===== src/rtl/qos_io_pkg.sv =====
// rtl/qos_io_pkg.sv - shared widths, limits and FSM state type for the QoS link output path
package qos_io_pkg;
  localparam int NUM_W       = 4;
  localparam int COUNT_W     = 12;
  localparam int MIN_GAP_LEN = 3;

  typedef enum logic [2:0] {
    IDLE,
    START,
    START_GAP,
    BIT,
    BIT_GAP
  } send_state_t;
endpackage


===== src/rtl/num_fifo.sv =====
// rtl/num_fifo.sv - small number FIFO; a push into a full FIFO is accepted when a pop happens in the same cycle
module num_fifo #(
  parameter int DEPTH = 4,
  parameter int NUM_W = 4
) (
  input  logic             clock,
  input  logic             reset,
  input  logic             push,
  input  logic             pop,
  input  logic [NUM_W-1:0] din,
  output logic [NUM_W-1:0] dout,
  output logic             full,
  output logic             empty
);
  localparam int AW = $clog2(DEPTH);
  localparam logic [AW:0] PTR_ONE = 1;

  logic [NUM_W-1:0] mem_q [DEPTH];
  logic [AW:0]      wr_ptr_q;
  logic [AW:0]      rd_ptr_q;
  logic             do_push;
  logic             do_pop;

  // Pointers carry one extra wrap bit so full and empty are distinguishable.
  assign empty   = (wr_ptr_q == rd_ptr_q);
  assign full    = (wr_ptr_q[AW] != rd_ptr_q[AW]) && (wr_ptr_q[AW-1:0] == rd_ptr_q[AW-1:0]);
  assign do_pop  = pop && !empty;
  assign do_push = push && (!full || do_pop);
  assign dout    = mem_q[rd_ptr_q[AW-1:0]];

  always_ff @(posedge clock) begin
    if (reset) begin
      wr_ptr_q <= '0;
      rd_ptr_q <= '0;
    end else begin
      if (do_push) begin
        mem_q[wr_ptr_q[AW-1:0]] <= din;
        wr_ptr_q                <= wr_ptr_q + PTR_ONE;
      end
      if (do_pop) begin
        rd_ptr_q <= rd_ptr_q + PTR_ONE;
      end
    end
  end
endmodule


===== src/rtl/send_output.sv =====
// rtl/send_output.sv - serialises queued numbers onto active-low start/high/low strobes; SEND_DROP_COUNT_EN adds drop_count
module send_output
  import qos_io_pkg::*;
#(
  parameter int DEPTH     = 4,
  parameter int PULSE_LEN = 2,
  parameter int GAP_LEN   = 4
) (
  input  logic               clock,
  input  logic               reset,
  input  logic [NUM_W-1:0]   in_number,
  input  logic               in_push,
  output logic               full,
  output logic               busy,
  output logic               start_line,
  output logic               high_line,
  output logic               low_line,
  output logic [COUNT_W-1:0] sent_count
`ifdef SEND_DROP_COUNT_EN
  ,
  output logic [7:0]         drop_count
`endif
);
  localparam int CNT_MAX = (PULSE_LEN > GAP_LEN) ? PULSE_LEN : GAP_LEN;
  localparam int CNT_W   = $clog2(CNT_MAX) + 1;
  localparam int IDX_W   = $clog2(NUM_W);
  localparam logic [CNT_W-1:0]   PULSE_LAST = CNT_W'(PULSE_LEN - 1);
  localparam logic [CNT_W-1:0]   GAP_LAST   = CNT_W'(GAP_LEN - 1);
  localparam logic [CNT_W-1:0]   CNT_ONE    = 1;
  localparam logic [IDX_W-1:0]   IDX_MSB    = IDX_W'(NUM_W - 1);
  localparam logic [IDX_W-1:0]   IDX_ONE    = 1;
  localparam logic [COUNT_W-1:0] SENT_ONE   = 1;

  send_state_t        state_q, state_d;
  logic [CNT_W-1:0]   cnt_q, cnt_d;
  logic [IDX_W-1:0]   idx_q, idx_d;
  logic [NUM_W-1:0]   sh_q, sh_d;
  logic [COUNT_W-1:0] sent_count_q, sent_count_d;
  logic               start_q, start_d;
  logic               high_q, high_d;
  logic               low_q, low_d;
  logic               fifo_pop;
  logic               fifo_empty;
  logic               fifo_full;
  logic [NUM_W-1:0]   fifo_dout;

  num_fifo #(
    .DEPTH (DEPTH),
    .NUM_W (NUM_W)
  ) u_fifo (
    .clock (clock),
    .reset (reset),
    .push  (in_push),
    .pop   (fifo_pop),
    .din   (in_number),
    .dout  (fifo_dout),
    .full  (fifo_full),
    .empty (fifo_empty)
  );

  always_comb begin
    state_d      = state_q;
    cnt_d        = cnt_q;
    idx_d        = idx_q;
    sh_d         = sh_q;
    sent_count_d = sent_count_q;
    fifo_pop     = 1'b0;
    unique case (state_q)
      IDLE: begin
        if (!fifo_empty) begin
          fifo_pop = 1'b1;
          sh_d     = fifo_dout;
          cnt_d    = '0;
          state_d  = START;
        end
      end
      START: begin
        if (cnt_q == PULSE_LAST) begin
          cnt_d   = '0;
          state_d = START_GAP;
        end else begin
          cnt_d = cnt_q + CNT_ONE;
        end
      end
      START_GAP: begin
        if (cnt_q == GAP_LAST) begin
          cnt_d   = '0;
          idx_d   = IDX_MSB;
          state_d = BIT;
        end else begin
          cnt_d = cnt_q + CNT_ONE;
        end
      end
      BIT: begin
        if (cnt_q == PULSE_LAST) begin
          cnt_d   = '0;
          state_d = BIT_GAP;
        end else begin
          cnt_d = cnt_q + CNT_ONE;
        end
      end
      BIT_GAP: begin
        if (cnt_q == GAP_LAST) begin
          cnt_d = '0;
          if (idx_q != '0) begin
            idx_d   = idx_q - IDX_ONE;
            state_d = BIT;
          end else begin
            // Frame done: chain straight into the next one so back-to-back frames have no idle cycle.
            sent_count_d = sent_count_q + SENT_ONE;
            if (!fifo_empty) begin
              fifo_pop = 1'b1;
              sh_d     = fifo_dout;
              state_d  = START;
            end else begin
              state_d = IDLE;
            end
          end
        end else begin
          cnt_d = cnt_q + CNT_ONE;
        end
      end
      default: state_d = IDLE;
    endcase
    start_d = !(state_d == START);
    high_d  = !((state_d == BIT) && sh_d[idx_d]);
    low_d   = !((state_d == BIT) && !sh_d[idx_d]);
  end

  // Lines are registered from the next state so they change only on clock edges.
  always_ff @(posedge clock) begin
    if (reset) begin
      state_q      <= IDLE;
      cnt_q        <= '0;
      idx_q        <= '0;
      sh_q         <= '0;
      sent_count_q <= '0;
      start_q      <= 1'b1;
      high_q       <= 1'b1;
      low_q        <= 1'b1;
    end else begin
      state_q      <= state_d;
      cnt_q        <= cnt_d;
      idx_q        <= idx_d;
      sh_q         <= sh_d;
      sent_count_q <= sent_count_d;
      start_q      <= start_d;
      high_q       <= high_d;
      low_q        <= low_d;
    end
  end

  assign full       = fifo_full;
  assign busy       = (state_q != IDLE) || !fifo_empty;
  assign start_line = start_q;
  assign high_line  = high_q;
  assign low_line   = low_q;
  assign sent_count = sent_count_q;

`ifdef SEND_DROP_COUNT_EN
  logic [7:0] drop_count_q, drop_count_d;
  logic       drop;

  assign drop = in_push && fifo_full && !fifo_pop;

  always_comb begin
    drop_count_d = drop_count_q;
    if (drop && (drop_count_q != 8'hFF)) begin
      drop_count_d = drop_count_q + 8'd1;
    end
  end

  always_ff @(posedge clock) begin
    if (reset) begin
      drop_count_q <= '0;
    end else begin
      drop_count_q <= drop_count_d;
    end
  end

  assign drop_count = drop_count_q;
`endif

`ifndef SYNTHESIS
  always_ff @(posedge clock) begin
    assert ((GAP_LEN >= MIN_GAP_LEN) && (PULSE_LEN >= 1))
      else $error("send_output: GAP_LEN must be >= 3 and PULSE_LEN >= 1");
  end
`endif
endmodule


===== config.mk =====
export PLATFORM = sky130hd
export DESIGN_NAME = send_output
export DESIGN_NICKNAME = d
export VERILOG_FILES = /design/src/rtl/qos_io_pkg.sv /design/src/rtl/num_fifo.sv /design/src/rtl/send_output.sv
export SDC_FILE = /design/constraint.sdc
export NUM_CORES = 1
export LEC_CHECK = 0
export CORE_MARGIN = 2
export CORE_UTILIZATION = 45
export DETAILED_ROUTE_END_ITERATION = 8
export GPL_ROUTABILITY_DRIVEN = 1
export PLACE_DENSITY = 0.65
export SLEW_MARGIN = 0
export SYNTH_ARGS = -nofsm -noshare
export SYNTH_HDL_FRONTEND = slang
export SYNTH_HIERARCHICAL = 1
export SYNTH_SLANG_ARGS = --single-unit

===== constraint.sdc =====
create_clock -name clock -period 4.1 [get_ports clock]
set_input_delay 1.23 -clock clock [delete_from_list [all_inputs] [get_ports clock]]
set_output_delay 1.23 -clock clock [all_outputs]
set_load 0.02 [all_outputs]

==> metrics.md <==
| Metric | Value |
|---|---|
| Nature of the critical path startpoint | `flip-flop` |
| TritonCTS buffer count | `5` |
| CTS H-Tree Depth | `2` |
| Total gr overflow | `0` |
| Fraction of synthesized cell area taken by the top area cell type | `0.2725` |
| Int Pwr | `0.0009747 W` |
| Worst slew margin relative to its limit | `0.4717` |
| Area after detailed placement | `2869 sq um` |
| Clk Latency, worst-skew pair | `0.31 ns` |
| NumNets Final | `291` |
| Maximum root-to-sink buffer count | `2` |
| Critical Path Slowest Stage Cell | `sky130_fd_sc_hd__clkdlybuf4s50_1` |
| Maximum fanout along the worst path | `7` |
| Yosys Warn Count | `6` |
| Layout Area Growth over Synthesis | `16.11%` |
| Setup tns final | `0 ns` |
| Ratio of cells with drive above 1 in the final layout | `0.09854` |
| Critical path arrival | `2.24 ns` |
| Transition time of the tightest slew-check pin | `0.7724 ns` |
| Classification of the worst-slack hold path | `flip-flop to flip-flop` |
| Largest clock skew in the final design | `0.005830 ns` |
| Hold buffer count at cts | `0` |
| Remaining routing DRC violations | `0` |
| Buffers plus inverters on the worst setup path | `1` |
| Horiz. Die Dim | `79.59 um` |
| Clock power frac | `0.248` |
| Count of port buffers added during placement | `23` |
| Initial standard-cell utilization of the core | `0.4669` |
| Library cell with the largest summed area after synthesis | `sky130_fd_sc_hd__dfxtp_1` |
| Standby leakage power | `around 1 nW` |
| Longest individual stage delay on the worst path | `0.57 ns` |
| Final setup violating endpoints | `0` |
| Count of mapped cells out of synthesis | `between 200 and 300` |
| Average footprint of a synthesized cell | `10.28 sq um` |
| Gp weighted congestion | `0.7497` |
| Setup Fix Bufs, Post-CTS | `0` |
| Min setup slack post-route | `0.6337 ns` |
| Via-to-Cell Ratio | `about 5.3` |
| Final standard cell utilization of the core | `0.5422` |
| Cell Count, Final, Fillers Out | `346` |
| Count of different cell masters after synthesis | `54` |
| Result of the run | `finished, final reports clean` |
| Min Clock Period, post-route | `3.466 ns` |
| Portion of total power attributed to combinational logic | `0.299` |
| Vias after detailed routing | `1834` |
| Final Hold Viols | `0` |
| Detailed-route wire length per cell | `roughly 13 um` |
| Core Area | `5507 sq um` |
| Height of the die | `79.59 um` |
| Pwr dens | `486.1 nW/um^2` |
| Slew Limit Fails | `0` |
| Die ar. | `6335 sq um` |
| Dpl ws | `between 0.9 and 1 ns` |
| Num ports | `24` |
| Largest voltage drop on the vdd net | `242.4 uV` |
| Netlist area before placement | `approximately 2600 sq um` |
| Post-DP HPWL | `between 3 and 4 mm` |
| Cells resized by post-CTS repair | `0` |
| Net switching power | `0.0004764 W` |
| Clock tree from TritonCTS | `done` |
| Dominant synthesized flop cell | `sky130_fd_sc_hd__dfxtp_1` |
| Total of flip-flops plus latches after synthesis | `51` |
| Routed Wire Length | `4.661 mm` |
| Number of antenna violations at the first check in global routing | `0` |
| EDFF count, synth | `16` |
| Final period utilization | `0.8454` |
| Unrepaired setup endpoints after global routing | `no` |
| Via count of the first global-routing pass | `1700` |
| Start-to-end type of the worst setup path | `flip-flop to primary output` |
| Required arrival time at the worst endpoint | `2.87 ns` |
| Total Routing Usage GR | `0.1627` |
| Kind of cell adding the most delay to the critical path | `simple AND/OR/NAND/NOR gates` |
| Maximum clock frequency | `just under 0.3 GHz` |
| Net count after synthesis | `~270` |
| Wire length of the first global-routing pass | `8.128 mm` |
| Post-Place Cells | `338` |
| Relative contribution of sequential cells to total power | `0.453` |
| Max-cap violation count | `0` |
| Sequential element share of the synthesized area | `0.4594` |
| Area contributors post-synth | `sky130_fd_sc_hd__dfxtp_1 (27%), sky130_fd_sc_hd__edfxtp_1 (19%), sky130_fd_sc_hd__ha_1 (5.4%)` |
| Iteration-0 DRC count of the detailed router | `165` |
| Critical Path End Type | `primary output` |
| Pin count of the biggest net entering global routing | `28` |
| CTS sink count | `51` |
| Root Driver | `sky130_fd_sc_hd__clkbuf_8` |
| Final standard cell area without fillers | `2985 sq um` |
| Async S/R FF share, synth | `0` |
| Net switching share of the total power | `0.3283` |
| Number of diodes | `0` |
| Final antenna-violating net count | `0` |
| Clock transition time at the flip-flop clock pins of the worst setup and hold paths | `0.10 ns` |
| First-pass detailed-route iteration total | `4` |
| FP Rows | `27` |
| Series of cell instances along the critical path | `xnor2_2 -> nand2_1 -> nor2_1 -> nand3_1 -> clkdlybuf4s50_1` |
-- cell families after synthesis --
family	Yosys count	share of synthesized area
XOR/XNOR	14	0.05645
buffers and inverters	23	0.03358
adder cells (fa/ha/maj)	11	0.05353
AO/OA/AOI/OAI	44	0.1217
flip-flops	51	0.4594
multiplexers	11	0.06569
AND/OR/NAND/NOR	96	0.2097
-- final cells by class --
| cell class | count | area, sq um |
|---|---|---|
| Timing Repair Buffer | 24 | 237.7 |
| Tap cell | 72 | 90.09 |
| Multi-Input combinational cell | 176 | 1304 |
| Sequential cell | 51 | 1181 |
| Clock inverter | 3 | 47.55 |
| Clock buffer | 5 | 68.82 |
| Inverter | 15 | 56.30 |
| Fill cell | 510 | 2521 |
-- metal layers --
layer,global-route usage,vias to the layer above,share of wire
li1,-,949,-
met1,0.2182,857,0.48
met2,0.2630,22,0.47
met3,0.03733,6,0.032
met4,0.04655,0,0.012
met5,0,-,0
-- worst reg2reg max path, delay by kind of cell (launching register included) --
kind,cells,cell delay (ns)
compound gates,2,0.97
simple gates,4,0.77
flops,1,0.38
xor+xnor,1,0.37
buf+inv,1,0.22
mux,1,0.19
-- synthesized netlist by cell type (4+ instances only) --
master / instances
sky130_fd_sc_hd__a21oi_1: 12
sky130_fd_sc_hd__and2_1: 9
sky130_fd_sc_hd__clkbuf_1: 8
sky130_fd_sc_hd__dfxtp_1: 35
sky130_fd_sc_hd__edfxtp_1: 16
sky130_fd_sc_hd__ha_1: 11
sky130_fd_sc_hd__inv_1: 15
sky130_fd_sc_hd__mux4_2: 4
sky130_fd_sc_hd__nand2_1: 14
sky130_fd_sc_hd__nand2b_1: 8
sky130_fd_sc_hd__nand3_1: 6
sky130_fd_sc_hd__nand3b_1: 4
sky130_fd_sc_hd__nand4_1: 4
sky130_fd_sc_hd__nor2_1: 24
sky130_fd_sc_hd__nor2b_1: 6
sky130_fd_sc_hd__nor3_1: 5
sky130_fd_sc_hd__o21ai_0: 5
sky130_fd_sc_hd__or3_1: 4
sky130_fd_sc_hd__xnor2_1: 9
-- stage by stage --
| stage | hold WS (ns) | power, W |
|---|---|---|
| after floorplan | 0.4525 | 0.0009839 |
| after global placement | 0.4779 | 0.001095 |
| after detailed placement | 0.4916 | 0.001100 |
| after CTS | 0.5055 | 0.001462 |
| after global routing | 0.5429 | 0.001544 |
| final | 0.4992 | 0.001451 |
-- power groups by stage --
stage,Sequential [W],Combinational (W),Clock (W)
3_3_place_gp,0.000668,0.000428,0
5_1_grt,0.000671,0.000481,0.000393
6_report,0.000658,0.000434,0.000359
4_1_cts,0.000658,0.000435,0.000369
3_5_place_dp,0.000669,0.000431,0
2_1_floorplan,0.000644,0.000340,0
-- state kept, by name, indices dropped and copies added (netlist names), named ones only --
name             flops
sent_count          12
start_line           1
u_fifo/wr_ptr_q      3
low_line             1
high_line            1
u_fifo/rd_ptr_q      3
sh_q                 4
idx_q                2
u_fifo/mem_q        16
cnt_q                3
state_q              3
-- cell usage in the layout, fill, tap and decap left out, types with 2 or more instances in the layout --
master	synthesis	routed
sky130_fd_sc_hd__nand4_1	4	4
sky130_fd_sc_hd__a22oi_1	2	2
sky130_fd_sc_hd__a2111oi_0	2	2
sky130_fd_sc_hd__ha_1	11	11
sky130_fd_sc_hd__nor3_1	5	5
sky130_fd_sc_hd__nand2_1	14	14
sky130_fd_sc_hd__a311oi_1	2	2
sky130_fd_sc_hd__mux2i_1	3	3
sky130_fd_sc_hd__nor2b_1	6	6
sky130_fd_sc_hd__or3_1	4	4
sky130_fd_sc_hd__nand2b_1	8	8
sky130_fd_sc_hd__and2_1	9	9
sky130_fd_sc_hd__xnor2_1	9	9
sky130_fd_sc_hd__clkbuf_8	0	5
sky130_fd_sc_hd__o21ai_0	5	5
sky130_fd_sc_hd__nand3_1	6	6
sky130_fd_sc_hd__dfxtp_1	35	35
sky130_fd_sc_hd__mux2_2	3	3
sky130_fd_sc_hd__nor2_1	24	24
sky130_fd_sc_hd__inv_1	15	15
sky130_fd_sc_hd__mux4_2	4	4
sky130_fd_sc_hd__edfxtp_1	16	16
sky130_fd_sc_hd__xor2_1	2	2
sky130_fd_sc_hd__clkdlybuf4s50_1	0	23
sky130_fd_sc_hd__a41oi_1	2	2
sky130_fd_sc_hd__a21oi_1	12	12
sky130_fd_sc_hd__o31ai_1	2	2
sky130_fd_sc_hd__a31oi_1	2	2
sky130_fd_sc_hd__o22ai_1	3	3
sky130_fd_sc_hd__xnor2_2	2	2
sky130_fd_sc_hd__nand4bb_1	2	2
sky130_fd_sc_hd__nand3b_1	4	4
sky130_fd_sc_hd__or3b_2	2	2
-- worst paths after layout --
check | from | endpoint | slack, ns | depth (start not counted)
worst max-delay path | u_fifo/wr_ptr_q[1] | busy | 0.63 | 5
worst min register to register | sent_count[1] | sent_count[1] | 0.50 | 2
worst min-delay path | sent_count[1] | sent_count[1] | 0.50 | 2
worst max register to register | u_fifo/wr_ptr_q[1] | low_line | 1.14 | 9
No activity file was read; power rests on OpenSTA's default activity.
